### config.mk
export PLATFORM = sky130hd
export DESIGN_NAME = call_stack_flat
export DESIGN_NICKNAME = d
export VERILOG_FILES = /design/src/rtl/call_stack_pkg.sv /design/src/rtl/call_stack_if.sv /design/src/rtl/call_stack_mem.sv /design/src/rtl/call_stack.sv /design/src/flat_wrapper.sv
export SDC_FILE = /design/constraint.sdc
export NUM_CORES = 1
export LEC_CHECK = 0
export CORE_MARGIN = 8
export CORE_UTILIZATION = 53
export CTS_CLUSTER_DIAMETER = 200
export DETAILED_ROUTE_END_ITERATION = 10
export DONT_BUFFER_PORTS = 1
export GPL_TIMING_DRIVEN = 1
export PLACE_DENSITY_LB_ADDON = 0.3
export SETUP_SLACK_MARGIN = 0.4
export SLEW_MARGIN = 10
export SYNTH_ARGS = -nofsm -noshare
export SYNTH_HDL_FRONTEND = slang
export SYNTH_SLANG_ARGS = --single-unit
### constraint.sdc
create_clock -name clk -period 4.2 [get_ports clk]
set_input_delay 0.84 -clock clk [delete_from_list [all_inputs] [get_ports clk]]
set_output_delay 0.84 -clock clk [all_outputs]
set_load 0.005 [all_outputs]
### src/rtl/call_stack_pkg.sv
// Shared constants and types for the hardware return-address stack and the
// datapath blocks that must agree with it (IP register width, src_a mux code).
package call_stack_pkg;

  localparam int CSTK_DEPTH = 16;
  localparam int ADDR_W     = 16;

  // src_a operand select code for the call-stack top
  localparam logic [1:0] SRC_CSTK = 2'h3;

  // Decoder request, encoded as {cpush, cpop}
  typedef enum logic [1:0] {
    OP_HOLD = 2'b00,
    OP_POP  = 2'b01,
    OP_PUSH = 2'b10,
    OP_REPL = 2'b11
  } cstk_op_e;

endpackage

### src/rtl/call_stack_if.sv
// Decoder/status-facing signal bundle of the call stack; master is the
// decoder/datapath side, slave is the stack itself.
interface call_stack_if #(
  parameter int DEPTH = 16,
  parameter int WIDTH = 16
) ();

  logic                       cpush;
  logic                       cpop;
  logic [WIDTH-1:0]           push_data;
  logic                       err_clr;
  logic [WIDTH-1:0]           top;
  logic [$clog2(DEPTH):0]     count;
  logic                       empty;
  logic                       full;
  logic                       overflow;
  logic                       underflow;

  modport master (
    output cpush, cpop, push_data, err_clr,
    input  top, count, empty, full, overflow, underflow
  );

  modport slave (
    input  cpush, cpop, push_data, err_clr,
    output top, count, empty, full, overflow, underflow
  );

endinterface

### src/rtl/call_stack_mem.sv
// DEPTH x WIDTH register file: synchronous write, asynchronous read.
// Kept separate so the storage can later map onto distributed RAM.
module call_stack_mem #(
  parameter int DEPTH = 16,
  parameter int WIDTH = 16
) (
  input  logic                     clk_i,
  input  logic                     we_i,
  input  logic [$clog2(DEPTH)-1:0] waddr_i,
  input  logic [WIDTH-1:0]         wdata_i,
  input  logic [$clog2(DEPTH)-1:0] raddr_i,
  output logic [WIDTH-1:0]         rdata_o
);

  logic [WIDTH-1:0] mem_q [DEPTH];

  always_ff @(posedge clk_i) begin
    if (we_i) begin
      mem_q[waddr_i] <= wdata_i;
    end
  end

  assign rdata_o = mem_q[raddr_i];

endmodule

### src/rtl/call_stack.sv
// Return-address stack driven by decoder cpush/cpop; top is readable in the
// same cycle as the pop that discards it. Saturates and flags errors instead of wrapping.
module call_stack
  import call_stack_pkg::*;
#(
  parameter int DEPTH = CSTK_DEPTH,
  parameter int WIDTH = ADDR_W
) (
  input  logic         clk,
  input  logic         rst_n,
  call_stack_if.slave  bus
);

  localparam int AW = $clog2(DEPTH);
  localparam int CW = AW + 1;

  logic [CW-1:0]    count_q, count_d;
  logic             overflow_q, overflow_d;
  logic             underflow_q, underflow_d;

  logic             empty, full;
  logic             ovf_set, unf_set;
  logic             we;
  logic [AW-1:0]    waddr;
  logic [AW-1:0]    top_idx;
  logic [WIDTH-1:0] rdata;
  cstk_op_e         op;

  assign empty   = (count_q == '0);
  assign full    = (count_q == CW'(DEPTH));
  assign top_idx = AW'(count_q - CW'(1));
  assign op      = cstk_op_e'({bus.cpush, bus.cpop});

  always_comb begin
    count_d = count_q;
    we      = 1'b0;
    waddr   = count_q[AW-1:0];
    ovf_set = 1'b0;
    unf_set = 1'b0;
    case (op)
      OP_PUSH: begin
        if (full) begin
          ovf_set = 1'b1;
        end else begin
          we      = 1'b1;
          count_d = count_q + CW'(1);
        end
      end
      OP_POP: begin
        if (empty) begin
          unf_set = 1'b1;
        end else begin
          count_d = count_q - CW'(1);
        end
      end
      OP_REPL: begin
        // Replace in place; on an empty stack this degenerates to a plain push
        we = 1'b1;
        if (empty) begin
          count_d = CW'(1);
        end else begin
          waddr = top_idx;
        end
      end
      default: begin
        count_d = count_q;
      end
    endcase
  end

  // Error set takes priority over a simultaneous clear
  assign overflow_d  = ovf_set | (overflow_q  & ~bus.err_clr);
  assign underflow_d = unf_set | (underflow_q & ~bus.err_clr);

  always_ff @(posedge clk or negedge rst_n) begin
    if (!rst_n) begin
      count_q     <= '0;
      overflow_q  <= 1'b0;
      underflow_q <= 1'b0;
    end else begin
      count_q     <= count_d;
      overflow_q  <= overflow_d;
      underflow_q <= underflow_d;
    end
  end

  call_stack_mem #(
    .DEPTH (DEPTH),
    .WIDTH (WIDTH)
  ) u_mem (
    .clk_i   (clk),
    .we_i    (we & rst_n),
    .waddr_i (waddr),
    .wdata_i (bus.push_data),
    .raddr_i (top_idx),
    .rdata_o (rdata)
  );

  assign bus.top       = empty ? '0 : rdata;
  assign bus.count     = count_q;
  assign bus.empty     = empty;
  assign bus.full      = full;
  assign bus.overflow  = overflow_q;
  assign bus.underflow = underflow_q;

endmodule

### src/flat_wrapper.sv
// flat-port wrapper written by rule: the top's interface ports become plain ports
module call_stack_flat import call_stack_pkg::*;
#(
  parameter int DEPTH = CSTK_DEPTH,
  parameter int WIDTH = ADDR_W
)
  (clk, rst_n, bus_cpush, bus_cpop, bus_push_data, bus_err_clr, bus_top, bus_count, bus_empty, bus_full, bus_overflow, bus_underflow);
  call_stack_if #(.DEPTH(DEPTH), .WIDTH(WIDTH)) bus_i ();
  input  logic clk;
  input  logic rst_n;
  input wire logic [$bits(bus_i.cpush)-1:0] bus_cpush;
  input wire logic [$bits(bus_i.cpop)-1:0] bus_cpop;
  input wire logic [$bits(bus_i.push_data)-1:0] bus_push_data;
  input wire logic [$bits(bus_i.err_clr)-1:0] bus_err_clr;
  output wire logic [$bits(bus_i.top)-1:0] bus_top;
  output wire logic [$bits(bus_i.count)-1:0] bus_count;
  output wire logic [$bits(bus_i.empty)-1:0] bus_empty;
  output wire logic [$bits(bus_i.full)-1:0] bus_full;
  output wire logic [$bits(bus_i.overflow)-1:0] bus_overflow;
  output wire logic [$bits(bus_i.underflow)-1:0] bus_underflow;
  assign bus_i.cpush = bus_cpush;
  assign bus_i.cpop = bus_cpop;
  assign bus_i.push_data = bus_push_data;
  assign bus_i.err_clr = bus_err_clr;
  assign bus_top = bus_i.top;
  assign bus_count = bus_i.count;
  assign bus_empty = bus_i.empty;
  assign bus_full = bus_i.full;
  assign bus_overflow = bus_i.overflow;
  assign bus_underflow = bus_i.underflow;
  call_stack #(.DEPTH(DEPTH), .WIDTH(WIDTH)) u_core (.clk(clk), .rst_n(rst_n), .bus(bus_i));
endmodule
Word-level counts from Yosys, hierarchy flattened
Memories as Yosys holds them, arrays and structs flattened.
Index checks and enable logic that the tools add are counted.
Cells by class
  multiplexer cells: 15
  reduce and logical (&&, ||, !) cells: 3
  bitwise logic cells: 6
  $add $sub $neg: 2
  equality and inequality tests: 7
Operators with widths (count)
  16-bit 2-to-1 mux: 1
  5-bit 2-to-1 mux: 3
  5-bit case mux with 3 select lines: 1
  4-bit 2-to-1 mux: 2
  1-bit 2-to-1 mux: 7
  5-bit by 1-bit adder with 5-bit output, second input constant: 1
  5-bit == test, second input constant: 1
  5-bit zero test: 1
  5-bit by 1-bit subtractor with 5-bit output, second input constant: 1
  2-bit == test, second input constant: 2
  2-bit inequality test, second input constant: 2
  4-bit AND reduction: 1
  1-bit bitwise AND: 3
  3-bit nonzero test: 1
  2-bit by 1-bit == test with 1-bit output, second input constant: 1
  2-bit by 1-bit inequality test with 1-bit output, second input constant: 1
  1-bit bitwise OR: 2
  1-bit case mux with 2 select lines: 1
  1-bit NOT: 1
Word-level totals
  bits of input ports: 21
  flip-flop bits (word level): 7
  word-level logic and storage cells: 37
  memories: 1
  memory bits (writable): 256
Memories
  u_core.u_mem.mem_q: depth 16, width 16, read ports 1, clocked after Yosys merged registers in 0, wr ports 1, line call_stack_mem.sv:15  | logic [WIDTH-1:0] mem_q [DEPTH];

Longest topological paths before layout
  depth in word-level cells: 6
  gate-level depth with buffers: 9
  depth with buffers taken out: 7

Hierarchy
Synthesis repeated with hierarchy kept, for this count alone.
Second synthesis, totals
  cells, all modules: 499
  area total of the unflattened synthesis: 10427.5 um^2
Modules (own cells, without submodules)
  call_stack_mem: area each 9723.1 um^2, cells an instance 416, instances 1
  call_stack: area each 704.4 um^2, cells an instance 83, instances 1

Least setup slack after synthesis
No wires, ideal clock.
  path type: flip-flop to flip-flop
  from: register u_core.count_q[0], in the netlist u_core.bus.count[0]
  to: memory u_core.u_mem.mem_q[1][0] (enable)
  slack: 0.790 ns
  data required time: 3.791 ns
  cell stages (with the launch flop): 9
  setup time: 0.409 ns
  arrival time: 3.001 ns
  path buffers: 1
  cell sequence: dfrtp_1 > buf_4 > inv_2 > ha_1 > or4b_4 > clkinv_4 > a211oi_4 > or2_4 > nor3_1
RTL lines
  start: declaration: line call_stack.sv:17  | logic [CW-1:0] count_q, count_d;
  start signal: assignment: line call_stack.sv:81  | count_q <= count_d;
  5-bit zero test: line call_stack.sv:29  | assign empty = (count_q == '0);
  via bus_empty: line flat_wrapper.sv:17  | output wire logic [$bits(bus_i.empty)-1:0] bus_empty;
  4-bit 2-to-1 mux: line call_stack.sv:59  | if (empty) begin
  4-bit 2-to-1 mux: line call_stack.sv:40  | case (op)
  end: declaration: line call_stack_mem.sv:15
The timed path passes the listed nets, and every way through them passes these cells.

Worst setup path after layout
  from: register u_core.count_q[0], in the netlist u_core.bus.count[0]
  to: output bus_top[11]
Between the ends
  longest elaborated chain between the ends: 3
Ends and longest elaborated chain
  5-bit by 1-bit subtractor with 5-bit output: line call_stack.sv:31  | assign top_idx = AW'(count_q - CW'(1));
  memory 16 x 16 bit
  16-bit 2-to-1 mux (*): line call_stack.sv:99  | assign bus.top = empty ? '0 : rdata;
  end: declaration: line flat_wrapper.sv:15  | output wire logic [$bits(bus_i.top)-1:0] bus_top;
Every way passes the cells marked *; elsewhere a longest branch is shown, timed or not.

==> impl_metrics.py <==
metrics = {
    "outcome": {
        "outcome": "finished, final reports clean",
    },
    "yosys": {
        "synthArstFlopShare": 0.02662,
        "netlist_instances": 529,
        "avgSynthCellArea_sq_um": 20.10,
        "yosysWarnings": 0,
        "synthFlopType": "edfxtp_1",
        "syn_nets": 553,
        "ys_ff_latch": 263,
        "synth_edf_count": 256,
        "ys_types": 51,
        "ys_seq_area_frac": 0.7393,
        "syn_area_sq_um": 10640,
    },
    "timing": {
        "max_slew_margin": 0.3053,
        "hold_violations": 0,
        "fin_crit_sh": 0.8747,
        "rsz0062_at_grt": "false",
        "clock_skew_ns": 0.009783,
        "finalWorstSetupSlack_ns": 0.5261,
        "whs_ns": 0.4108,
        "tightest_slew_ns": 1.041,
        "fin_tns_setup_ns": 0,
        "max_freq_ghz": 0.2722,
        "period_needed_ns": 3.674,
        "setup_viol": 0,
        "slew_viol_final": 0,
    },
    "clock_network": {
        "cts_buffer_depth": 3,
        "clk_latency_ns": 0.52,
        "clkTransAtPathRegs_ns": 0.07,
        "h-tree-depth": 1,
        "numClockSinks": 263,
        "cts-root-buf": "clkbuf_16",
        "cts_tree": "built",
        "numCtsBuffers": 25,
    },
    "route": {
        "avgRoutedWirePerCell_um": 27.24,
        "drtPass1Iterations": 4,
        "detailroute.via_count": 5254,
        "routed_wl_mm": 23.02,
        "vias_per_cell": 6.218,
        "drc": 0,
        "drtAntennaViolNets": 0,
        "drt-initial-drc-count": 370,
    },
    "worst_setup_path": {
        "worstPathMaxFanout": 35,
        "cp-start-kind": "register",
        "crit_path_top_delay_cell": "dfrtp_4",
        "reg2regPathDepth": 6,
        "r2r_end": "u_core.u_mem.mem_q[14][0]",
        "criticalPathCategory": "register to output port",
        "reg2reg_from": "u_core.bus.count[0]",
        "cp-end-kind": "output port",
        "regToRegSetupSlack_ns": 1.03,
        "arrival_ns": 2.83,
        "cp_slowest_stage_delay_ns": 0.57,
        "cp_cell_sequence": "inv_2, ha_4, buf_12, mux4_2, mux2i_1, o22ai_1",
        "critPathRequiredTime_ns": 3.36,
    },
    "place": {
        "placedCellCount": 798,
        "port_buffers": 0,
        "gp_congestion": 0.8441,
        "dp_hpwl_mm": 13.54,
        "pre_cts_ws_ns": 0.8088,
        "dpl_cell_area_sq_um": 11090,
    },
    "cells_and_area": {
        "final_cell_mix": "256 x edfxtp_1, 58 x mux4_2, 33 x mux2i_1, 25 x clkbuf_16, 23 x buf_4",
        "drive_gt1_frac": 0.2678,
        "area_delta_synth_final_pct": 12.21,
        "n_antenna_cell": 0,
        "nets": 581,
        "stdcell_count": 845,
        "final_common_cell": "edfxtp_1",
        "fin_util": 0.5975,
        "stdcell_area_sq_um": 11930,
    },
    "power_and_ir_drop": {
        "power_density_nw_per_um2": 666.1,
        "power_mw": 7.949,
        "max-vdd-ir-drop_mv": 0.3590,
        "leakagePower_nw": 3.854,
    },
    "run": {
        "cap_violations": 0,
    },
    "die": {
        "num_io_pins": 46,
        "die_h_um": 157.7,
        "die_w_um": 157.7,
        "floorplan.core_area_sq_um": 19970,
        "num_rows": 52,
        "start_util": 0.5324,
        "die_area_sq_um": 24860,
    },
    "min_path": {
        "whs_endpoint": "u_core.bus.count[2]",
        "worstHoldPathCells": 1,
        "min_path_type": "input pin to register",
        "hp-start": "bus_cpop",
    },
    "grt": {
        "grt_max_degree": 42,
        "grt_pass1_vias": 5390,
        "track_usage": 0.1893,
        "overflow": 0,
        "grt_pass1_wl_mm": 34.39,
        "antenna_found_initial": 0,
    },
}
-- layout make-up --
class                      instances  area [sq um]
fill                            1452          8040
tap                              270         337.8
clock buffer                      29         640.6
timing repair buffer              28         236.5
multi-input combinational        232          2694
inverter                           7         31.28
clock inverter                    16         126.4
sequential                       263          7868
-- flip-flops by register name (all words and copies together), names as in the netlist --
signal	count
u_core.bus.count	5
u_core.bus.overflow	1
u_core.bus.underflow	1
u_core.u_mem.mem_q	256
-- layer usage --
metal | global-route usage | share of wire
met5 | 0 | 0
met4 | 0.05258 | 0.025
met3 | 0.04150 | 0.072
met2 | 0.3151 | 0.50
met1 | 0.2482 | 0.41
-- critical path: cells and delay by family (launching register included) --
family / cells / cell delay, ns
compound gates: 1 / 0.20
fa+ha+maj: 1 / 0.42
buf+inv: 2 / 0.42
flops: 1 / 0.57
mux: 2 / 0.67
-- repair_timing --
action                                  in CTS  in global routing
gates resized for setup                      4                  5
pin swaps                                    0                  0
buffers inserted                             0                  1
endpoints found under the hold margin        7                  0
hold buffers                                 1                  0
endpoints found under the setup margin      11                 10
-- report_power, final --
part / leakage (nW) / total (mW) / internal (mW) / switching [mW]
sequential: 2.39 / 3.14 / 3.02 / 0.118
combinational: 1.09 / 2.68 / 1.17 / 1.52
clock: 0.374 / 2.13 / 1.21 / 0.920
total: 3.85 / 7.95 / 5.39 / 2.55
-- Yosys cell counts, drive strengths merged (3+ instances only) --
master | instances | area, sq um
nor3 | 6 | 30.03
nand2b | 4 | 25.02
a21oi | 8 | 40.04
edfxtp | 256 | 7687
inv | 6 | 22.52
a211oi | 3 | 35.03
nand2 | 21 | 78.83
a22o | 6 | 52.55
and3 | 6 | 37.54
ha | 3 | 37.54
mux2i | 33 | 330.3
and2 | 6 | 37.54
o21ai | 7 | 35.03
buf | 15 | 108.9
o22ai | 15 | 93.84
dfrtp | 7 | 175.2
o41ai | 3 | 48.80
clkbuf | 12 | 45.04
mux4 | 58 | 1306
nor2 | 18 | 67.56
a22oi | 6 | 45.04
-- logic make-up after synthesis --
| family | synth area share |
|---|---|
| compound gates | 0.04353 |
| xor+xnor | 0.002354 |
| fa+ha+maj | 0.003530 |
| buf+inv | 0.01741 |
| flops | 0.7393 |
| mux | 0.1539 |
| simple gates | 0.04000 |
-- worst max path at each step --
stage,startpoint,end,slack [ns],cells after the start
finish,u_core.bus.count[0],bus_top[11],0.53,6
global placement,u_core.bus.count[0],bus_top[8],0.84,6
floorplan,u_core.bus.count[0],u_core.u_mem.mem_q[1][0],0.79,8
detailed placement,u_core.bus.count[1],bus_top[8],0.81,6
CTS,u_core.bus.count[1],bus_top[8],0.41,6
global route,u_core.bus.count[0],bus_top[11],0.40,6
Power figures use the tool's default switching activity.
